===== config.mk =====
export PLATFORM = sky130hd
export DESIGN_NAME = requant_writeback
export DESIGN_NICKNAME = d
export VERILOG_FILES = /design/src/rtl/requant_pkg.sv /design/src/rtl/requant_lane.sv /design/src/rtl/requant_writeback.sv
export SDC_FILE = /design/constraint.sdc
export NUM_CORES = 2
export LEC_CHECK = 0
export BUFFER_PORTS_ARGS = -buffer_cell sky130_fd_sc_hd__buf_4
export CAP_MARGIN = 20
export CORE_MARGIN = 2
export CORE_UTILIZATION = 40
export CTS_CLUSTER_DIAMETER = 80
export DETAILED_ROUTE_END_ITERATION = 8
export SYNTH_ARGS = -nofsm -noshare
export SYNTH_HDL_FRONTEND = slang
export SYNTH_SLANG_ARGS = --single-unit

===== constraint.sdc =====
create_clock -name clk -period 30.2 [get_ports clk]
set_input_delay 3.02 -clock clk [delete_from_list [all_inputs] [get_ports clk]]
set_output_delay 3.02 -clock clk [all_outputs]
set_load 0.1 [all_outputs]

===== src/rtl/requant_pkg.sv =====
// requant_pkg: shared FSM state type and tile/INT8 constants for the requantising writeback block.
package requant_pkg;
  typedef enum logic [1:0] {IDLE, PROC, WRITE, DONE} state_t;
  localparam int TILE_ELEMS = 16;
  localparam int LINE_BYTES = 16;
  localparam int INT8_MIN = -128;
  localparam int INT8_MAX = 127;
endpackage


===== src/rtl/requant_lane.sv =====
// requant_lane: 2-stage per-element datapath (bias add and multiply, then round/shift/zp/saturate).
// Optional REQUANT_RELU_EN clamps the result from below at the zero point.
module requant_lane
  import requant_pkg::*;
#(
  parameter int ACC_W = 32
) (
  input  logic                    clk,
  input  logic                    reset,
  input  logic                    i_valid,
  input  logic                    i_keep,
  input  logic signed [ACC_W-1:0] i_acc,
  input  logic signed [ACC_W-1:0] i_bias,
  input  logic signed [15:0]      i_mult,
  input  logic        [4:0]       i_shift,
  input  logic signed [7:0]       i_zp,
  output logic                    o_valid,
  output logic                    o_keep,
  output logic        [7:0]       o_byte
);
  localparam int PW = ACC_W + 17;
  localparam int QW = PW + 2;
  localparam logic signed [QW-1:0] Q_MAX = QW'(INT8_MAX);
  localparam logic signed [QW-1:0] Q_MIN = QW'(INT8_MIN);

  logic signed [ACC_W:0] w_v;
  logic signed [PW-1:0]  w_p;
  logic signed [PW-1:0]  r_p;
  logic                  r_valid1;
  logic                  r_keep1;
  logic signed [QW-1:0]  w_rnd;
  logic signed [QW-1:0]  w_pr;
  logic signed [QW-1:0]  w_r;
  logic signed [QW-1:0]  w_q;
  logic signed [7:0]     w_sat;
  logic signed [7:0]     w_out;

  assign w_v = (ACC_W+1)'(i_acc) + (ACC_W+1)'(i_bias);
  assign w_p = PW'(w_v) * PW'(i_mult);

  // Round half up before the arithmetic shift; two guard bits keep the sum exact.
  assign w_rnd = (i_shift == 5'd0) ? '0 : QW'(1) << (i_shift - 5'd1);
  assign w_pr  = QW'(r_p) + w_rnd;
  assign w_r   = w_pr >>> i_shift;
  assign w_q   = w_r + QW'(i_zp);
  assign w_sat = (w_q > Q_MAX) ? 8'(INT8_MAX) : (w_q < Q_MIN) ? 8'(INT8_MIN) : w_q[7:0];

`ifdef REQUANT_RELU_EN
  assign w_out = (w_sat < i_zp) ? i_zp : w_sat;
`else
  assign w_out = w_sat;
`endif

  always_ff @(posedge clk or posedge reset) begin
    if (reset) begin
      r_valid1 <= 1'b0;
      r_keep1  <= 1'b0;
      r_p      <= '0;
      o_valid  <= 1'b0;
      o_keep   <= 1'b0;
      o_byte   <= '0;
    end else begin
      r_valid1 <= i_valid;
      r_keep1  <= i_keep;
      r_p      <= w_p;
      o_valid  <= r_valid1;
      o_keep   <= r_keep1;
      o_byte   <= r_keep1 ? w_out : 8'h00;
    end
  end
endmodule


===== src/rtl/requant_writeback.sv =====
// requant_writeback: requantises a 4x4 accumulator tile to INT8 and writes it as one 16-byte masked line.
// Define REQUANT_RELU_EN to enable the ReLU clamp at the zero point inside requant_lane.
module requant_writeback
  import requant_pkg::*;
#(
  parameter int ACC_W  = 32,
  parameter int ADDR_W = 32
) (
  input  logic                         clk,
  input  logic                         reset,
  input  logic                         start,
  input  logic [TILE_ELEMS*ACC_W-1:0]  acc_in,
  input  logic [4*ACC_W-1:0]           bias_in,
  input  logic [2:0]                   m_dim,
  input  logic [2:0]                   n_dim,
  input  logic signed [15:0]           mult,
  input  logic [4:0]                   shift,
  input  logic signed [7:0]            zp,
  input  logic [ADDR_W-1:0]            dst_addr,
  output logic [ADDR_W-1:0]            mem_waddr,
  output logic [8*LINE_BYTES-1:0]      mem_wdata,
  output logic [LINE_BYTES-1:0]        mem_wmask,
  output logic                         mem_wvalid,
  input  logic                         mem_wready,
  output logic                         busy,
  output logic                         done
);
  state_t r_state, w_next;
  logic [TILE_ELEMS*ACC_W-1:0] r_acc;
  logic [4*ACC_W-1:0]          r_bias;
  logic [2:0]                  r_m, r_n;
  logic signed [15:0]          r_mult;
  logic [4:0]                  r_shift;
  logic signed [7:0]           r_zp;
  logic [3:0]                  r_k, r_k1, r_k2;
  logic                        r_iss;
  logic                        w_start, w_issue, w_keep, w_last;
  logic                        w_lane_valid, w_lane_keep;
  logic [7:0]                  w_lane_byte;
  logic [1:0]                  w_i, w_j;

  assign w_start = (r_state == IDLE) && start;
  assign w_issue = (r_state == PROC) && r_iss;
  assign w_i     = r_k[3:2];
  assign w_j     = r_k[1:0];
  assign w_keep  = ({1'b0, w_i} < r_m) && ({1'b0, w_j} < r_n);
  assign w_last  = w_lane_valid && (r_k2 == 4'd15);

  requant_lane #(.ACC_W(ACC_W)) u_lane (
    .clk     (clk),
    .reset   (reset),
    .i_valid (w_issue),
    .i_keep  (w_keep),
    .i_acc   (r_acc[r_k*ACC_W +: ACC_W]),
    .i_bias  (r_bias[w_j*ACC_W +: ACC_W]),
    .i_mult  (r_mult),
    .i_shift (r_shift),
    .i_zp    (r_zp),
    .o_valid (w_lane_valid),
    .o_keep  (w_lane_keep),
    .o_byte  (w_lane_byte)
  );

  always_ff @(posedge clk or posedge reset) begin
    if (reset) r_state <= IDLE;
    else       r_state <= w_next;
  end

  always_comb begin
    w_next = r_state;
    case (r_state)
      IDLE:    w_next = start ? PROC : IDLE;
      PROC:    w_next = w_last ? WRITE : PROC;
      WRITE:   w_next = mem_wready ? DONE : WRITE;
      default: w_next = IDLE;
    endcase
  end

  always_ff @(posedge clk or posedge reset) begin
    if (reset) begin
      r_acc     <= '0;
      r_bias    <= '0;
      r_m       <= '0;
      r_n       <= '0;
      r_mult    <= '0;
      r_shift   <= '0;
      r_zp      <= '0;
      r_k       <= '0;
      r_k1      <= '0;
      r_k2      <= '0;
      r_iss     <= 1'b0;
      mem_waddr <= '0;
      mem_wdata <= '0;
      mem_wmask <= '0;
    end else if (w_start) begin
      r_acc     <= acc_in;
      r_bias    <= bias_in;
      r_m       <= m_dim;
      r_n       <= n_dim;
      r_mult    <= mult;
      r_shift   <= shift;
      r_zp      <= zp;
      r_k       <= '0;
      r_iss     <= 1'b1;
      mem_waddr <= dst_addr & ~ADDR_W'(15);
      mem_wdata <= '0;
      mem_wmask <= '0;
    end else if (r_state == PROC) begin
      r_k  <= r_iss ? r_k + 4'd1 : r_k;
      r_iss <= r_iss && (r_k != 4'd15);
      r_k1 <= r_k;
      r_k2 <= r_k1;
      if (w_lane_valid) begin
        mem_wdata[8*r_k2 +: 8] <= w_lane_byte;
        mem_wmask[r_k2]        <= w_lane_keep;
      end
    end
  end

  assign mem_wvalid = (r_state == WRITE);
  assign busy       = (r_state != IDLE);
  assign done       = (r_state == DONE);
endmodule

==> results.py <==
metrics = {
    "timing": {
        "clock.fmax_ghz": 0.07668,
        "min_period_ns": 13.04,
        "setup_violations": 0,
        "fin_ws_ns": 17.16,
        "rsz0062_at_grt": "false",
        "finalCritPeriodShare_pct": 43.18,
        "hold_viol_final": 0,
        "fin_worst_skew_ns": 0.03472,
        "relSlewSlack_pct": 31.07,
        "worst_pin_slew_ns": 1.033,
        "final_max_slew_viol_count": 0,
        "tns_ns": 0,
    },
    "synth": {
        "synthesis.area_mm2": 0.06722,
        "ys_seq_elements": 923,
        "ys_seq_area_share_pct": 34.36,
        "synth-async-reset-ratio_pct": 100.0,
        "synth_edf_count": 0,
        "ys.flop_type": "dfrtp_1",
        "synth_warnings": 0,
        "synth_area_per_cell_um2": 8.909,
        "synthCells": 7545,
        "synth_cell_types": 94,
    },
    "clock_tree": {
        "post-cts-setup-buffers": 0,
        "clockBufferDepth": 3,
        "cts_tree": "built",
        "hold_buffers": 0,
        "cts-resized-gates": 0,
        "path_clk_slew_ns": 0.06,
        "cts_sinks": 923,
        "insertion_delay_ns": 0.76,
        "cts_root_buffer": "clkbuf_16",
        "htreeDepth": 3,
        "cts_buffers": 107,
    },
    "finish": {
        "area_growth_pct": 18.17,
        "regArea_mm2": 0.02312,
        "nets": 9645,
        "final_cell_area_mm2": 0.07943,
        "nFillCells": 16140,
        "layout-drive-gt1-share_pct": 17.35,
        "final_common_cell": "nand2_1",
        "instances_no_fill": 10520,
        "multi_input_area_mm2": 0.04042,
        "final_cell_mix": "2,745 x nand2_1, 965 x buf_4, 908 x dfrtp_1",
    },
    "place": {
        "io_buffers": 881,
        "dp.cells": 10290,
        "dp_hpwl_mm": 172.1,
        "placed_area_mm2": 0.07572,
        "post-place-ws_ns": 17.03,
        "place.gp.congestion": 0.9222,
    },
    "grt": {
        "grt_pass1_wl_mm": 346.9,
        "grt_usage_pct": 26.38,
        "overflow": 0,
        "grt_pass1_vias": 56930,
        "grt_max_degree": 191,
        "antenna_found_initial": 54,
    },
    "drt": {
        "drt-total-wl_mm": 225.8,
        "ant_nets": 0,
        "drc": 0,
        "drt-vias-per-instance": 5.315,
        "dr.first_iter.drc_count": 4621,
        "firstDrtPassIters": 8,
        "wl_per_cell_um": 21.47,
        "dr_total_vias": 55910,
    },
    "floorplan": {
        "initial_core_util_pct": 40.24,
        "dieWidth_um": 413.9,
        "io_pins": 890,
        "die_area_mm2": 0.1713,
        "rows": 150,
        "coreArea_mm2": 0.1670,
        "die_h_um": 413.9,
    },
    "critical_path": {
        "cp_slowest_stage_delay_ns": 0.82,
        "critPathMostFrequentCell": "fa_1",
        "reg2regPathDepth": 36,
        "worst-path-max-fanout": 65,
        "slowest_stage": "dfrtp_4",
        "cp.required_ns": 30.80,
        "path_class": "reg2reg",
        "cp-end-kind": "flip-flop",
        "worstPathArrival_ns": 13.64,
        "cp-start-kind": "flip-flop",
    },
    "flow_run": {
        "drv_cap": 0,
    },
    "min_path": {
        "hold_path_class": "reg2reg",
        "hold_depth": 0,
    },
    "outcome": {
        "status": "finished clean",
    },
}
[worst paths after layout]
| path | from | to | slack (ns) |
|---|---|---|---|
| worst max register to register | r_k[0] | u_lane.r_p[48] | 17.16 |
| min in group asynchronous | reset | mem_waddr[12] | 2.44 |
| worst min register to register | u_lane.r_valid1 | u_lane.o_valid | 0.37 |
| max in group asynchronous | reset | r_acc[28] | 23.11 |
| worst min-delay path | u_lane.r_valid1 | u_lane.o_valid | 0.37 |
| worst max-delay path | r_k[0] | u_lane.r_p[48] | 17.16 |
[synthesized netlist by cell type, types with 11 or more instances]
cell type / n / area [um2]
a211o_1: 13 / 113.9
o31ai_1: 23 / 172.7
nand2b_1: 51 / 319.1
o21bai_1: 27 / 202.7
ha_1: 238 / 2978
a21oi_1: 214 / 1071
nor4_1: 11 / 68.82
buf_1: 54 / 202.7
or2_2: 14 / 87.58
o21a_1: 31 / 232.7
xor2_1: 50 / 437.9
o221ai_1: 11 / 96.34
xnor2_1: 105 / 919.6
inv_1: 553 / 2076
nand3_1: 132 / 660.6
nor3_1: 66 / 330.3
mux2_2: 32 / 360.4
nor2_1: 196 / 735.7
and3_1: 25 / 156.4
dfrtp_1: 923 / 23100
clkbuf_1: 375 / 1408
a211oi_1: 29 / 217.7
nand4_1: 46 / 287.8
fa_1: 503 / 10070
nor2b_1: 18 / 112.6
a21o_1: 71 / 533.0
a31oi_1: 20 / 125.1
o211ai_1: 23 / 172.7
o21ai_1: 19 / 95.09
mux4_2: 208 / 4684
mux2i_1: 62 / 620.6
or3_1: 12 / 75.07
and2_1: 192 / 1201
o21ai_0: 272 / 1361
nand2_1: 2746 / 10310
[layout make-up]
type	count	area share, %
diodes	36	0.1134
clock buffers	156	3.870
clock inverters	39	0.5986
inverters	556	2.637
multi-input cells	5633	50.89
flip-flops and latches	923	29.11
well taps	2204	3.472
repair buffers	972	9.308
[per-layer routing]
metal	track usage, %	wire [um]	part of all wire, %
met5	0	233	0.10
met4	10.67	8208	3.6
met3	4.536	14320	6.3
met2	42.56	108500	48
met1	35.33	94530	42
[flip-flops by register name (all words and copies together) (netlist names)]
name / count
u_lane.r_valid1: 1
r_k: 4
r_state: 2
r_acc: 512
r_mult: 16
r_zp: 8
r_k1: 4
mem_wmask: 16
mem_wdata: 128
u_lane.o_byte: 8
r_m: 3
u_lane.o_keep: 1
u_lane.o_valid: 1
u_lane.r_p: 49
mem_waddr: 28
r_bias: 128
r_k2: 4
u_lane.r_keep1: 1
r_n: 3
r_shift: 5
r_iss: 1
[kinds of logic after synthesis]
| logic type | share of synthesized area [%] |
|---|---|
| flip-flops | 34.36 |
| other | 0.005579 |
| multiplexers | 8.428 |
| AND/OR/NAND/NOR | 21.77 |
| adder cells (fa/ha/maj) | 19.41 |
| XOR/XNOR | 2.020 |
| buffers and inverters | 5.593 |
| AO/OA/AOI/OAI | 8.408 |
[critical path: cells and delay by family (launching register included)]
family | cells | cell delay [ns]
fa+ha+maj | 8 | 3.88
compound gates | 10 | 2.98
buf+inv | 7 | 1.84
simple gates | 7 | 1.64
mux | 2 | 1.20
flops | 1 | 0.82
xor+xnor | 2 | 0.30
[through the flow]
| stage | hold WS [ns] | utilization, % |
|---|---|---|
| final | 0.3720 | 47.55 |
| after global routing | 0.3810 | 47.54 |
| after floorplan | 0.3312 | - |
| after CTS | 0.3747 | 47.46 |
| after global placement | 0.3394 | 45.33 |
| after detailed placement | 0.3435 | 45.33 |
Power is left out: the tool's default activity adds up to more than one toggle a clock period on the data nets, which glitch-free logic cannot reach.
